===== config.mk =====
export PLATFORM = sky130hd
export DESIGN_NAME = cluster_run_ctrl
export DESIGN_NICKNAME = d
export VERILOG_FILES = /design/src/rtl/cluster_run_ctrl.sv
export SDC_FILE = /design/constraint.sdc
export NUM_CORES = 1
export LEC_CHECK = 0
export CORE_MARGIN = 10
export CORE_UTILIZATION = 38
export DETAILED_ROUTE_END_ITERATION = 10
export PLACE_DENSITY = 0.8
export SYNTH_ARGS = -nofsm -noshare
export SYNTH_HDL_FRONTEND = slang
export SYNTH_SLANG_ARGS = --single-unit

===== constraint.sdc =====
create_clock -name clk -period 2.2 [get_ports clk]
set_clock_uncertainty 0.15 [all_clocks]
set_input_delay 0.22 -clock clk [delete_from_list [all_inputs] [get_ports clk]]
set_output_delay 0.22 -clock clk [all_outputs]
set_load 0.01 [all_outputs]

===== src/rtl/cluster_run_ctrl.sv =====
// Run sequencer for one GLB/router/PE pass: weight load, activation load, then NUM_ITER compute passes.
// Outputs are registered from the next state; the perf counters exist only with CLUSTER_RUN_PERF_CNT_EN defined.
module cluster_run_ctrl #(
    parameter int NUM_ITER   = 3,
    parameter int ITER_WIDTH = 4,
    parameter int GAP_CYCLES = 4,
    parameter int CNT_WIDTH  = 32
) (
    input  logic                  clk,
    input  logic                  reset,
    input  logic                  start_run,
    input  logic                  abort,
    input  logic                  load_done,
    input  logic                  compute_done,
    output logic                  load_spad_ctrl_wght,
    output logic                  load_spad_ctrl_iact,
    output logic                  pe_start,
    output logic                  busy,
    output logic                  run_done,
    output logic                  aborted,
    output logic [ITER_WIDTH-1:0] iter_idx,
    output logic [CNT_WIDTH-1:0]  total_cycles,
    output logic [CNT_WIDTH-1:0]  compute_cycles
);

    typedef enum logic [3:0] {
        IDLE, LD_W, WAIT_W, LD_A, WAIT_A, START_C, WAIT_C, GAP, DONE
    } state_t;

    localparam int GAP_W = (GAP_CYCLES > 1) ? $clog2(GAP_CYCLES) : 1;
    localparam logic [ITER_WIDTH-1:0] ITER_LAST = ITER_WIDTH'(NUM_ITER - 1);
    localparam logic [GAP_W-1:0] GAP_LAST = GAP_W'((GAP_CYCLES > 0) ? GAP_CYCLES - 1 : 0);

    if (NUM_ITER < 1) begin : g_bad_num_iter
        $error("cluster_run_ctrl: NUM_ITER must be >= 1");
    end
    if ((1 << ITER_WIDTH) <= NUM_ITER) begin : g_bad_iter_width
        $error("cluster_run_ctrl: ITER_WIDTH too narrow for NUM_ITER");
    end

    state_t                state, state_nxt;
    logic                  load_done_q, compute_done_q;
    logic                  ld_rise, cd_rise;
    logic                  run_start, abort_take;
    logic [ITER_WIDTH-1:0] iter_nxt;
    logic [GAP_W-1:0]      gap_cnt, gap_nxt;

    // Only fresh rising edges count, so a level left high by an earlier step never satisfies a wait.
    assign ld_rise    = load_done & ~load_done_q;
    assign cd_rise    = compute_done & ~compute_done_q;
    assign run_start  = (state == IDLE) & start_run & ~abort;
    assign abort_take = (state != IDLE) & abort;

    always_comb begin
        state_nxt = state;
        iter_nxt  = iter_idx;
        gap_nxt   = gap_cnt;
        if (abort_take) begin
            state_nxt = IDLE;
        end else begin
            case (state)
                IDLE: begin
                    if (run_start) begin
                        state_nxt = LD_W;
                        iter_nxt  = '0;
                    end
                end
                LD_W:    state_nxt = WAIT_W;
                WAIT_W:  if (ld_rise) state_nxt = LD_A;
                LD_A:    state_nxt = WAIT_A;
                WAIT_A:  if (ld_rise) state_nxt = START_C;
                START_C: state_nxt = WAIT_C;
                WAIT_C: begin
                    if (cd_rise) begin
                        if (iter_idx == ITER_LAST) begin
                            state_nxt = DONE;
                        end else if (GAP_CYCLES == 0) begin
                            state_nxt = START_C;
                            iter_nxt  = iter_idx + 1'b1;
                        end else begin
                            state_nxt = GAP;
                            gap_nxt   = '0;
                        end
                    end
                end
                GAP: begin
                    if (gap_cnt == GAP_LAST) begin
                        state_nxt = START_C;
                        iter_nxt  = iter_idx + 1'b1;
                    end else begin
                        gap_nxt = gap_cnt + 1'b1;
                    end
                end
                DONE:    state_nxt = IDLE;
                default: state_nxt = IDLE;
            endcase
        end
    end

    always_ff @(posedge clk or posedge reset) begin
        if (reset) begin
            state               <= IDLE;
            load_done_q         <= 1'b0;
            compute_done_q      <= 1'b0;
            iter_idx            <= '0;
            gap_cnt             <= '0;
            load_spad_ctrl_wght <= 1'b0;
            load_spad_ctrl_iact <= 1'b0;
            pe_start            <= 1'b0;
            busy                <= 1'b0;
            run_done            <= 1'b0;
            aborted             <= 1'b0;
        end else begin
            state               <= state_nxt;
            load_done_q         <= load_done;
            compute_done_q      <= compute_done;
            iter_idx            <= iter_nxt;
            gap_cnt             <= gap_nxt;
            load_spad_ctrl_wght <= (state_nxt == LD_W);
            load_spad_ctrl_iact <= (state_nxt == LD_A);
            pe_start            <= (state_nxt == START_C);
            busy                <= (state_nxt != IDLE);
            run_done            <= (state_nxt == DONE);
            aborted             <= abort_take;
        end
    end

`ifdef CLUSTER_RUN_PERF_CNT_EN
    logic in_compute;
    assign in_compute = (state == START_C) || (state == WAIT_C);

    // Saturating counters; they freeze once the FSM is back in IDLE.
    always_ff @(posedge clk or posedge reset) begin
        if (reset) begin
            total_cycles   <= '0;
            compute_cycles <= '0;
        end else if (run_start) begin
            total_cycles   <= '0;
            compute_cycles <= '0;
        end else if (state != IDLE) begin
            if (total_cycles != '1) total_cycles <= total_cycles + 1'b1;
            if (in_compute && (compute_cycles != '1)) compute_cycles <= compute_cycles + 1'b1;
        end
    end
`else
    assign total_cycles   = '0;
    assign compute_cycles = '0;
`endif

endmodule

==> flow_metrics.env <==
export IMPL_worst_setup_path_end_kind="flop"
export IMPL_powerDensity_nw_per_um2=784
export IMPL_vias=897
export IMPL_synth_compound_area_share_pct=10.0
export IMPL_path_class="flop to flop"
export IMPL_cts_buffers=3
export IMPL_comb_power_share_pct=38.2
export IMPL_yosys_area_top_type="buf_4"
export IMPL_gr_total_overflow=0
export IMPL_synth_top_family_by_area="buffers and inverters"
export IMPL_synth_seq_cells=18
export IMPL_io_pins=80
export IMPL_finalWeightedCongestion=0.781
export IMPL_tightest_slew_ps=672
export IMPL_finalSetupTns_ps=0
export IMPL_timing_fmax_ghz=0.481
export IMPL_grt_pass1_vias=934
export IMPL_die_y_um=81.5
export IMPL_fin_total_pwr_w=0.00112
export IMPL_routedWlPerCell_um=12.8
export IMPL_cts_buffer_depth=2
export IMPL_clock_sinks=18
export IMPL_cp_required_ps=2180
export IMPL_die_w_um=81.5
export IMPL_p_switching_w=0.000413
export IMPL_drv_slew=0
export IMPL_ir_drop_mv=0.295
export IMPL_clk_latency_ps=250
export IMPL_wl_um=2770
export IMPL_status="complete, no violations"
export IMPL_clkPwrFrac_pct=20.4
export IMPL_grt_antenna_before_repair=0
export IMPL_synth_ff_type="dfrtp_1"
export IMPL_grtUsageTotal_pct=8.00
export IMPL_p_leak_nw=0.754
export IMPL_p_int_w=0.000705
export IMPL_dieArea_um2=6630
export IMPL_grt_pass1_wl_um=4210
export IMPL_period_needed_ps=2080
export IMPL_place_inst=214
export IMPL_hp_class="input pin to async pin"
export IMPL_drt_iter0_drc=89
export IMPL_synthMuxAreaShare_pct=2.09
export IMPL_startpoint_type="flop"
export IMPL_path_clk_slew_ps=70
export IMPL_cts_tree="done"
export IMPL_postRouteAntennaNets=0
export IMPL_synth_common_cells="buf_4, dfrtp_1, inv_1, nor2b_1"
export IMPL_setup_viol=0
export IMPL_floorplan_initialDensity_pct=39.2
export IMPL_syn_area_per_cell_um2=9.26
export IMPL_drv_cap=0
export IMPL_synth_most_common_cell="buf_4"
export IMPL_grt_max_degree=19
export IMPL_p_sw_share_pct=36.9
export IMPL_crit_fanout=5
export IMPL_final_cells=217
export IMPL_yosysWarningCount=0
export IMPL_netlist_area_um2=1440
export IMPL_root_buffer="clkbuf_8"
export IMPL_seq_area_frac_synth_pct=31.4
export IMPL_finalCritPeriodShare_pct=94.6
export IMPL_coreArea_um2=3660
export IMPL_grt_setup_unrepaired="no"
export IMPL_synth_area_leaders="buf_4, dfrtp_1, ha_1"
export IMPL_port_buffers=15
export IMPL_synthSimpleGateAreaFrac_pct=13.8
export IMPL_viasPerCell=4.13
export IMPL_first_pass_iters=4
export IMPL_post_route_util_pct=39.0
export IMPL_hpwl_um=2250
export IMPL_final_nets=180
export IMPL_diodes=0
export IMPL_htree_levels=1
export IMPL_p_seq_share_pct=41.4
export IMPL_post_route_drc_count=0
export IMPL_async_flop_share_pct=100
export IMPL_synthDistinctLibCells=36
export IMPL_synthAdderAreaFrac_pct=2.62
export IMPL_syn_inst=155
export IMPL_finalHoldViolations=0
export IMPL_post_synth_top_area_fraction_pct=34.0
export IMPL_rows=22
export IMPL_synth_edf_count=0
export IMPL_crit_arrival_ps=2060
export IMPL_cts_hold_buffers_added=0
export IMPL_yosys_area_share_xor_xnor_pct=1.22
export IMPL_slew_headroom_pct=55.2
export IMPL_layout_drive_gt1_share_pct=7.10
export IMPL_layout_area_overhead_vs_synth_pct=-0.610
cells by family (layout without fill, tap and decap cells):
family,Yosys count,after routing
other cells,1,64
xor+xnor,2,2
flops,18,18
simple gates,33,33
buf+inv,78,29
mux,3,3
fa+ha+maj,3,3
compound gates,17,17
path summary, 6_finish.rpt:
path	startpoint	endpoint	slack [ps]	cells after the start
setup / recovery	iter_idx[0]	busy	120	6
setup reg to reg	iter_idx[0]	busy	120	6
max in group asynchronous	reset	gap_cnt[0]	1250	2
min in group clk	load_done	load_done_q	280	1
hold reg to reg	gap_cnt[1]	gap_cnt[1]	380	2
hold / removal	reset	iter_idx[2]	220	2
power by group through the flow:
| stage | clock (W) | combinational (W) | sequential, W |
|---|---|---|---|
| finish | 0.000228 | 0.000427 | 0.000463 |
| global route | 0.000247 | 0.000481 | 0.000472 |
| CTS | 0.000235 | 0.000423 | 0.000463 |
| detailed placement | 0 | 0.000421 | 0.000469 |
| global placement | 0 | 0.000417 | 0.000467 |
| floorplan | 0 | 0.000446 | 0.000434 |
cell usage in the layout (no fill, tap or decap), types with 3 or more instances in the layout:
master / netlist / routed
a21oi_1: 3 / 3
and3_1: 3 / 3
buf_4: 65 / 3
clkbuf_8: 0 / 3
clkdlybuf4s50_1: 0 / 15
conb_1: 1 / 64
dfrtp_1: 18 / 18
ha_1: 3 / 3
inv_1: 8 / 8
mux2i_1: 3 / 3
nand2_1: 4 / 4
nand4_1: 3 / 3
nor2b_1: 5 / 5
nor3_1: 4 / 4
or3_1: 3 / 3
what timing repair did:
item                       in CTS  in global routing
buffers inserted                0                  0
setup endpoints to repair       0                  1
gates resized for setup         0                  1
layout make-up:
cell class	instances	area [µm²]
Clock buffer	3	41.3
Tap cell	48	60.1
Multi-Input combinational cell	122	672
Sequential cell	18	450
Timing Repair Buffer	18	173
Fill cell	387	2230
Inverter	8	30.0
worst max-delay path, cell delays in order, from the launching register on:
cell     delay [ps]
dfrtp_1         430
inv_1           110
ha_1            150
or3b_2          500
nand4_1         120
a31oi_1         140
or3_1           360
per-layer routing:
layer	vias to the layer above	share of wire [%]	track usage, %
li1	415	-	-
met1	428	41	9.15
met2	49	50	13.1
met3	5	6.9	1.42
met4	0	2.4	5.88
met5	-	0	0
registers in the layout, summed over array words and instances (netlist names):
signal and flops:
busy 1, pe_start 1, load_done_q 1, state 4
compute_done_q 1, aborted 1, iter_idx 4, gap_cnt 2
load_spad_ctrl_iact 1, load_spad_ctrl_wght 1, run_done 1
through the flow:
stage                     setup WS [ps]  hold WS (ps)  instance area [µm²]
after floorplan                     230          8.57                 1670
after global placement              147           364                 1380
after detailed placement            130           379                 1380
after CTS                           111           244                 1420
after global routing               8.28           300                 1430
final                               119           218                 1430
(Power assumes the default switching activity.)
==> RTL change (same flow settings) <==
Change the parameter `CNT_WIDTH` from 32 to 64.
--- a/src/rtl/cluster_run_ctrl.sv
+++ b/src/rtl/cluster_run_ctrl.sv
@@ -6,3 +6,3 @@
     parameter int GAP_CYCLES = 4,
-    parameter int CNT_WIDTH  = 32
+    parameter int CNT_WIDTH  = 64
 ) (
Ports: changed (resized compute_cycles and total_cycles); port bits go from 80 to 144. No check against the original RTL was run, so the function may have changed too.
==> RTL change against the original RTL <==
Maximum frequency increased by 0.66%; design area increased by 19%; sequential cell count unchanged; worst hold slack got worse by 8.7 ps; clock power increased by 17%; wire length increased by 30%; power increased by 8.5%; synthesized cell count increased by 41%; area after synthesis increased by 33%; die area increased by 25%; critical path type unchanged; first-iteration DRC count increased by 33%; worst setup slack improved by 14 ps.
==> RTL change: results (changes against the original RTL) <==
Status
  – Outcome: complete, no violations (unchanged)

Placed design
  – Routability congestion estimate: 0.8438 (was 0.7810)
  – Hpwl dp: 3205 um (was 2255 um)
  – Pre-CTS worst setup slack: 156.0 ps (was 129.7 ps)
  – Port bufs: 15 (unchanged)

Synth
  – Ys async rst share: 100.0% (unchanged)
  – Sequential element share of the synthesized area: 23.51% (was 31.39%)
  – Post-synth EDFFs: 0 (unchanged)
  – Synth unique cells: 36 (unchanged)
  – Synth top cells by count: 129 x buf_4, 18 x dfrtp_1, 8 x inv_1, 5 x nor2b_1 (was 65 x buf_4, 18 x dfrtp_1, 8 x inv_1, 5 x nor2b_1)
  – Most common cell in the netlist: buf_4 (unchanged)
  – Top_reg_cell synth: dfrtp_1 (unchanged)
  – Synth area leaders: buf_4 51%, dfrtp_1 24%, ha_1 2.0% (was buf_4 34%, dfrtp_1 31%, ha_1 2.6%)
  – Synth Warn #: 0 (unchanged)

Final layout
  – Clock buffer count: 4 (was 3)
  – Comb_multi_in: 186 (was 122)
  – Bufs w/o clock: 17 (was 18)
  – Inverters: 8 (unchanged)
  – Final Net Count: 243 (was 180)
  – ANT cells: 0 (unchanged)
  – Ratio of cells with drive above 1 in the final layout: 4.721% (was 7.101%)
  – Buffer share of cell area: 9.763% (was 12.11%)
  – Clock-cell share of area: 3.254% (was 2.895%)
  – Biggest regs: iter_idx: 4 flops, state: 4 flops, gap_cnt: 2 flops (unchanged)
  – Filler cells: 513 (was 387)
  – Multi-input gate area: 907.1 um2 (was 671.9 um2)

GRT
  – Gr usage total: 7.544% (was 7.996%)
  – Vias in the first global route: 1180 (was 934)
  – Global-route wire length before repair: 5326 um (was 4209 um)
  – Initial antenna violation count: 0 (unchanged)

Critical path
  – Max incr delay on CP: 490 ps
  – R2R depth: 6 (unchanged)
  – RR Startpoint: iter_idx[0] (unchanged)
  – Register-to-register setup slack: 130 ps
  – Critical setup path kind: flop to flop (unchanged)

Drt
  – Via/cell ratio: 3.497 (was 4.134)
  – Met2 routed WL: 1940 um (was 1384 um)
  – Met3 wire length: 301 um (was 192 um)
  – First-pass DRT Iterations: 4 (unchanged)
  – Starting DRT DRC Count: 118 (was 89)
  – Routed Wire Length: 3613 um (was 2774 um)
  – M1 WL: 1316 um (was 1130 um)
  – Top sig layer: met4 (unchanged)

STA
  – Final period util: 93.95% (was 94.58%)
  – Worst Tran Pin Value: 648.4 ps (was 671.8 ps)
  – Fin. Hold Viols: 0 (unchanged)

Clocking
  – Sink Count: 18 (unchanged)
  – Post-cts sizing count: 0 (unchanged)
  – CTS buffer count: 3 (unchanged)
  – Postcts setup bufs: 0 (unchanged)
  – Clock-pin slew on the worst setup and hold paths: 70 ps (about the same)
  – Skew-Pair Late Insertion Delay: 250 ps (about the same)
  – Htree depth: 1 (unchanged)

Pwr
  – Worst ir drop on vdd: 0.3286 mV (was 0.2946 mV)
  – Static Leak: 0.9587 nW (was 0.7541 nW)

Worst hold path
  – Worst hold path type: primary input to async pin (unchanged)
RTL change: power by group:
group          leakage, nW  switching, W  internal, W
sequential           0.231     0.0000724     0.000390
clock               0.0288      0.000108     0.000159
combinational        0.699      0.000295     0.000189
total                0.959      0.000475     0.000738
RTL change: logic make-up (layout without fill, tap and decap cells):
family | Yosys count | count (layout) | share of synthesized area, %
xor+xnor | 2 | 2 | 0.9146
flops | 18 | 18 | 23.51
other cells | 1 | 128 | 0.1958
simple gates | 33 | 33 | 10.32
compound gates | 17 | 17 | 7.512
fa+ha+maj | 3 | 3 | 1.960
buf+inv | 142 | 29 | 54.02
mux | 3 | 3 | 1.568
RTL change: metal layers:
layer	vias up	global-route usage [%]
met3	4	3.621
li1	482	-
met4	0	2.611
met5	-	0
met1	481	7.143
met2	82	13.90
RTL change: metrics by stage:
step	cell area [um2]	instances	hold slack (ps)
floorplan	2392	346	8.570
global placement	1637	296	364.4
detailed placement	1637	296	399.9
CTS	1692	300	229.6
global route	1692	300	274.0
finish	1692	300	209.5
